### src/rtl/spi_pkg.sv
// Shared types and constants for the SPI receive path.
package spi_pkg;

  typedef enum logic {IDLE, SHIFT} spi_rx_state_t;

  localparam int   SPI_W     = 8;
  localparam logic SCLK_IDLE = 1'b1;

endpackage

### src/rtl/spi_rx_sync_2ff.sv
// Two-flop synchronizer for a single asynchronous input, with a
// parameterised reset value so the output comes up at the pin's idle level.
module sync_2ff #(
  parameter logic RST_VAL = 1'b0
) (
  input  logic clk,
  input  logic rst,
  input  logic d_i,
  output logic q_o
);

  logic meta_q;
  logic sync_q;

  // NOTE: state is updated with <= so every flop samples the pre-edge value.
  always_ff @(posedge clk) begin
    if (rst) begin
      meta_q <= RST_VAL;
      sync_q <= RST_VAL;
    end else begin
      meta_q <= d_i;
      sync_q <= meta_q;
    end
  end

  assign q_o = sync_q;

endmodule

### src/rtl/spi_rx.sv
// SPI mode-3 receive deserializer: oversamples sclk/sdin/cs_n in the system
// clock domain, frames MSB-first bytes and flags aborted partial bytes.
module spi_rx
  import spi_pkg::*;
#(
  parameter int TIMEOUT_CYC = 64
) (
  input  logic             clk,
  input  logic             rst,
  input  logic             sclk,
  input  logic             sdin,
  input  logic             cs_n,
  output logic [SPI_W-1:0] dout,
  output logic             dout_valid,
  output logic             frame_err,
  output logic             busy
);

  localparam int TMO_W = $clog2(TIMEOUT_CYC);
  localparam int CNT_W = $clog2(SPI_W);
  localparam logic [TMO_W-1:0] TMO_LAST = TMO_W'(TIMEOUT_CYC - 1);
  localparam logic [CNT_W-1:0] LAST_BIT = CNT_W'(SPI_W - 1);

  logic sclk_s, sdin_s, cs_s;

  sync_2ff #(.RST_VAL(SCLK_IDLE)) u_sync_sclk (
    .clk(clk), .rst(rst), .d_i(sclk), .q_o(sclk_s)
  );
  sync_2ff #(.RST_VAL(1'b0)) u_sync_sdin (
    .clk(clk), .rst(rst), .d_i(sdin), .q_o(sdin_s)
  );
  sync_2ff #(.RST_VAL(1'b1)) u_sync_cs (
    .clk(clk), .rst(rst), .d_i(cs_n), .q_o(cs_s)
  );

  spi_rx_state_t    state_q, state_d;
  logic             sclk_q;
  logic [CNT_W-1:0] bit_cnt_q, bit_cnt_d;
  logic [TMO_W-1:0] tmo_q, tmo_d;
  logic [SPI_W-2:0] shreg_q, shreg_d;
  logic [SPI_W-1:0] dout_q, dout_d;
  logic             dout_valid_q, dout_valid_d;
  logic             frame_err_q, frame_err_d;
  logic             rise;

  assign rise = sclk_s & ~sclk_q;

  // NOTE: every variable gets a default first so no path leaves one unassigned (no latches).
  always_comb begin
    state_d      = state_q;
    bit_cnt_d    = bit_cnt_q;
    shreg_d      = shreg_q;
    dout_d       = dout_q;
    dout_valid_d = 1'b0;
    frame_err_d  = 1'b0;
    tmo_d        = (rise || bit_cnt_q == '0) ? '0 : tmo_q + 1'b1;

    case (state_q)
      IDLE: begin
        bit_cnt_d = '0;
        if (!cs_s) state_d = SHIFT;
      end
      SHIFT: begin
        if (rise) begin
          shreg_d = {shreg_q[SPI_W-3:0], sdin_s};
          if (bit_cnt_q == LAST_BIT) begin
            dout_d       = {shreg_q, sdin_s};
            dout_valid_d = 1'b1;
            bit_cnt_d    = '0;
          end else begin
            bit_cnt_d = bit_cnt_q + 1'b1;
          end
        end

        if (cs_s) begin
          state_d = IDLE;
          // A byte finishing on the deselect cycle is kept; anything partial is dropped.
          if (!(rise && bit_cnt_q == LAST_BIT)) begin
            frame_err_d = (bit_cnt_q != '0);
            bit_cnt_d   = '0;
            tmo_d       = '0;
          end
        end else if (!rise && bit_cnt_q != '0 && tmo_q == TMO_LAST) begin
          frame_err_d = 1'b1;
          bit_cnt_d   = '0;
          tmo_d       = '0;
        end
      end
      default: state_d = IDLE;
    endcase
  end

  always_ff @(posedge clk) begin
    if (rst) begin
      state_q      <= IDLE;
      sclk_q       <= SCLK_IDLE;
      bit_cnt_q    <= '0;
      tmo_q        <= '0;
      shreg_q      <= '0;
      dout_q       <= '0;
      dout_valid_q <= 1'b0;
      frame_err_q  <= 1'b0;
    end else begin
      state_q      <= state_d;
      sclk_q       <= sclk_s;
      bit_cnt_q    <= bit_cnt_d;
      tmo_q        <= tmo_d;
      shreg_q      <= shreg_d;
      dout_q       <= dout_d;
      dout_valid_q <= dout_valid_d;
      frame_err_q  <= frame_err_d;
    end
  end

  assign dout       = dout_q;
  assign dout_valid = dout_valid_q;
  assign frame_err  = frame_err_q;
  assign busy       = (bit_cnt_q != '0);

endmodule

### config.mk
export PLATFORM = sky130hd
export DESIGN_NAME = spi_rx
export DESIGN_NICKNAME = d
export VERILOG_FILES = /design/src/rtl/spi_pkg.sv /design/src/rtl/spi_rx_sync_2ff.sv /design/src/rtl/spi_rx.sv
export SDC_FILE = /design/constraint.sdc
export NUM_CORES = 1
export LEC_CHECK = 0
export CAP_MARGIN = 30
export CORE_MARGIN = 2
export CORE_UTILIZATION = 40
export CTS_CLUSTER_DIAMETER = 60
export DETAILED_ROUTE_END_ITERATION = 10
export SLEW_MARGIN = 15
export SYNTH_ARGS = -nofsm -noshare
export SYNTH_HDL_FRONTEND = slang
export SYNTH_SLANG_ARGS = --single-unit
export TNS_END_PERCENT = 100
### constraint.sdc
create_clock -name clk -period 1.34 [get_ports clk]
set_input_delay 0.335 -clock clk [delete_from_list [all_inputs] [get_ports clk]]
set_output_delay 0.335 -clock clk [all_outputs]
set_load 0.05 [all_outputs]
After elaboration in Yosys (flattened, before gate mapping). Cells that the tools add are included. Widths: inputs -> output; s select.

Output and inout port bits: 11. Word-level logic and storage cells: 49. Register bits after elaboration: 34. Bits of input ports: 5.

Reduce and logical (&&, ||, !) cells: 11. Add/subtract/negate cells: 2. Mux-type cells: 16. Eq/ne operators: 2. Bitwise operators: 4.

Operators by type and width (number): $mux 6 (5); $mux 3 (5); $add 6x1->6 const B (1); $eq 6x6->1 const B (1); $pmux 3 s2 (1); $mux 1 (5); $add 3x1->3 const B (1); $eq 3x3->1 const B (1); $logic_and 1x1->1 (3); $logic_not 3->1 (1); $not 1->1 (3); $reduce_and 3->1 (1); $reduce_bool 3->1 (1); $reduce_or 3->1 (1); $reduce_and 2->1 (1); $reduce_or 2->1 (1); $and 1x1->1 (1); $logic_not 1->1 (1); $logic_or 1x1->1 (1).

Logic depth before layout (Yosys ltp).
Depth after elaboration: 8. Mapped depth: 6. Depth with buffers taken out: 5.

Hierarchy. Synthesis repeated with hierarchy kept, for this count alone.

Cells, all modules: 140. Area total of the unflattened synthesis: 1312.5 um2.

Modules (own cells, without submodules): spi_rx (instances 1, cells each 128, sequential area each 560.5 um2, area each 1154.9 um2); sync_2ff (instances 3, cells each 4, sequential area each 40.0 um2, area each 52.6 um2).

Least setup slack after synthesis. No wires, ideal clock.

Kind: flip-flop to flip-flop. From: reg bit_cnt_q[0]. To: reg bit_cnt_q[1]. Data required time: 1.205 ns. Period minus slack after synthesis: 1.619 ns. Path buffers: 0. Setup slack: -0.279 ns. Cell stages (with the launch flop): 6. Data arrival time: 1.484 ns. Path through: dfxtp_1 > inv_1 > ha_1 > nand2b_1 > nor4b_2 > a211oi_1.

Cells in the longest elaborated chain, start to end: 6. Elaborated cells between the ends (all ways): 12. Classes of those cells: add/sub: 1; eq/ne: 1; mux: 6; reduce/logical: 4.

Ends and longest elaborated chain: start, declared (line spi_rx.sv:38) `logic [CNT_W-1:0] bit_cnt_q, bit_cnt_d;`; start signal, assigned (line spi_rx.sv:106) `bit_cnt_q <= bit_cnt_d;`; $reduce_bool 3->1; via busy (line spi_rx.sv:16) `output logic busy`; $logic_and 1x1->1 (2 in a row) (line spi_rx.sv:83) `end else if (!rise && bit_cnt_q != '0 && tmo_q == TMO_LAST) begin`; $mux 3 (line spi_rx.sv:83); $mux 3 (line spi_rx.sv:75) `if (cs_s) begin`; $pmux 3 s2 (line spi_rx.sv:58) `case (state_q)`.

The timed path passes the listed nets, and every way through them passes these cells. A chain may end at the register's enable or synchronous reset.

Worst setup path in the final report.
From: reg bit_cnt_q[0]. To: out busy.

Cells in the longest elaborated chain, start to end: 1.

Ends and longest elaborated chain: $reduce_bool 3->1 (line spi_rx.sv:118) `assign busy = (bit_cnt_q != '0);`; end, declared (line spi_rx.sv:16).

No other way between the ends.

==> results.txt <==
xor/xnor share of the synthesized area -> 2.029%
hpwl dp -> 1655 µm
CTS H-tree depth -> 2
Pwr Density -> 843.0 nW/µm²
main flop type after synthesis -> dfxtp_1
row cnt -> 20
I/O pin count -> 16
crit path time final -> 1506 ps
simple-gate share of the synthesized area -> 26.18%
CTS root buffer -> clkbuf_4
met1 WL -> 1224 µm
first-pass GRT wire length -> 4064 µm
Syn. warnings -> 0
ys async rst share -> 0%
internal power -> 1.240 mW
# clock sinks -> 34
outcome -> finished with violations
Via density -> 4.899
Die Y -> 60.90 µm
library cells used by synthesis -> 30
clock power share -> 32.4%
vias in the first global route -> 948
syn_nets -> 150
failing checks -> setup timing
final setup fails -> 3
Met3 Wirelength -> 95 µm
gr usage total -> 15.23%
Worst Skew -> 11.39 ps
CTS clk-pin slew, worst paths -> 100 ps
Die X -> 60.90 µm
TritonCTS clock tree -> yes
EDFF count, synth -> 0
sequential area share after synthesis -> 52.56%
Hold Slack -> 407.2 ps
Net Sw Frac -> 22.73%
core area -> 3078 µm²
post-route worst setup slack -> -165.8 ps
initial antenna violation count -> 0
final core utilization -> 61.87%
count leader, synth -> dfxtp_1
Iteration-0 DRC Markers -> 19
Final nets -> 182
diode count -> 0
post-synthesis adder-cell area fraction -> 3.865%
largest cells by area after synthesis -> dfxtp_1 53%, nand2_1 7.2%, a21oi_1 6.6%, nand3_1 4.3%, ha_1 3.9%
unrepaired setup endpoints after global routing -> true
Post-Syn Area -> 1295 µm²
Port Buffers -> 15
Hold/Removal Path Class -> register to register
Cells after Synth -> 141
final WL -> 2481 µm
vias post-DR -> 1,063
Worst Setup End Kind -> primary output
fin crit share -> 112.4%
Fillers -> 282
Post-DRT Antenna Nets -> 0
leakage power -> 0.6624 nW
Synth top cells by count -> 34 x dfxtp_1, 25 x nand2_1, 17 x a21oi_1, 11 x nand3_1, 5 x or2_2
share of cells above drive strength 1 -> 39.31%
Congestion Overflow GR -> 0
clk_lat worst skew -> 340 ps
Critical Path Fanout Max -> 2
MaxCap Viol Count -> 0
f_max -> 664.1 MHz
Least-Margin Pin Slew -> 315.4 ps
WL per Instance -> 11.43 µm
starting density of the core -> 42.07%
Final Max Slew Viols -> 0
Setup CP Type -> register to primary output
Layout area overhead -> 47.05%
Critical Path RT -> 1000 ps
pin count of the biggest net entering global routing -> 19
wire length on met2 -> 1098 µm
GPL Wtd Cong -> 0.8627
Synth area leader -> dfxtp_1
Inst Count DP -> 206
Longest Clk Path Bufs -> 2
mux contribution to synthesized area -> 2.319%
die area -> 3709 µm²
final hold vios -> 0
post-route DRC violation count -> 0
Initial DRT Pass Iterations -> 4
Setup WS pre-CTS -> -131.6 ps
Synth top area share -> 52.56%
startpoint class of the critical path -> register
Slew HR -> 78.88%
Comb power frac -> 3.7%
CTS buffer count -> 5
number of synthesized register bits -> 34
Reg power frac -> 63.9%
switching pwr -> 0.3650 mW
Compound-Gate Fraction of Synth Area -> 9.758%
Peak VDD IR -> 0.0006418 V
post-route insts no fill -> 217
fin area -> 1904 µm²
main combinational cell family by area after synthesis -> simple AND/OR/NAND/NOR gates
area of placed instances -> 1702 µm²
Post-Syn Area per Cell -> 9.184 µm²
CP arrival -> 1170 ps
DR top layer -> met4
-- sequential cells by signal, indices dropped and copies added, names as in the netlist, 3 cells and up --
register	flops
dout	8
shreg_q	7
tmo_q	6
bit_cnt_q	3
-- cells by family after synthesis --
| logic type | after synthesis |
|---|---|
| buf+inv | 10 |
| fa+ha+maj | 4 |
| flops | 34 |
| simple gates | 64 |
| xor+xnor | 3 |
| mux | 3 |
| compound gates | 23 |
-- metal layers --
metal,vias to the layer above,track usage (%)
met1,493,19.47
met4,0,10.25
li1,542,-
met3,8,4.478
met2,20,22.12
met5,-,0
-- cell usage in the layout (no fill, tap or decap), types with 2 or more instances in the layout --
| cell type | count |
|---|---|
| clkinv_2 | 2 |
| mux2i_1 | 3 |
| nand2_2 | 4 |
| nand3_1 | 9 |
| a21oi_2 | 6 |
| nor3_1 | 4 |
| inv_4 | 2 |
| xor2_1 | 2 |
| nand2_1 | 21 |
| clkbuf_4 | 5 |
| a21oi_1 | 11 |
| nor2_1 | 3 |
| buf_12 | 12 |
| nand3_2 | 2 |
| buf_4 | 11 |
| inv_1 | 2 |
| or2_2 | 5 |
| dfxtp_1 | 31 |
| ha_4 | 3 |
| nor2b_1 | 3 |
| clkdlybuf4s50_1 | 4 |
| buf_6 | 4 |
| dfxtp_2 | 3 |
-- critical path: stages (launching register included) --
cell and delay, ps:
dfxtp_2 350, buf_6 100, inv_4 30, ha_4 150
nand2b_4 70, buf_12 130
-- what timing repair did --
item / CTS / global route
hold buffers: 0 / 0
pin swaps: 1 / 10
gates resized for setup: 11 / 25
buffers inserted: 2 / 2
setup endpoints to repair: 5 / 18
-- power by group through the flow --
| stage | clock network [mW] | logic, mW | registers [mW] |
|---|---|---|---|
| floorplan | 0 | 0.0289 | 1.05 |
| detailed placement | 0 | 0.0555 | 1.05 |
| finish | 0.520 | 0.0598 | 1.03 |
| global placement | 0 | 0.0550 | 1.05 |
| global route | 0.584 | 0.0658 | 1.03 |
| CTS | 0.540 | 0.0558 | 1.03 |
-- path summary, 6_finish.rpt --
kind	cells after the start	slack, ps	start	end
max reg2reg	6	-40	bit_cnt_q[0]	bit_cnt_q[1]
min	1	410	u_sync_sclk.meta_q	u_sync_sclk.q_o
min reg2reg	1	410	u_sync_sclk.meta_q	u_sync_sclk.q_o
max	5	-170	bit_cnt_q[0]	busy
-- stage by stage --
stage                     setup TNS, ps  total power, mW
after floorplan                       0            1.077
after global placement           -660.4            1.104
after detailed placement          -1088            1.104
after CTS                        -211.2            1.621
after global routing             -686.0            1.677
final                            -230.6            1.605
-- final cells by class --
cell class | instances | area [µm²] | share of cell area (%)
well taps | 44 | 55.05 | 2.891
clock buffers | 5 | 37.54 | 1.971
flip-flops and latches | 34 | 684.4 | 35.94
clock inverters | 2 | 10.01 | 0.5256
multi-input cells | 97 | 689.4 | 36.20
repair buffers | 31 | 407.9 | 21.42
inverters | 4 | 20.02 | 1.051
(Power assumes the default switching activity.)
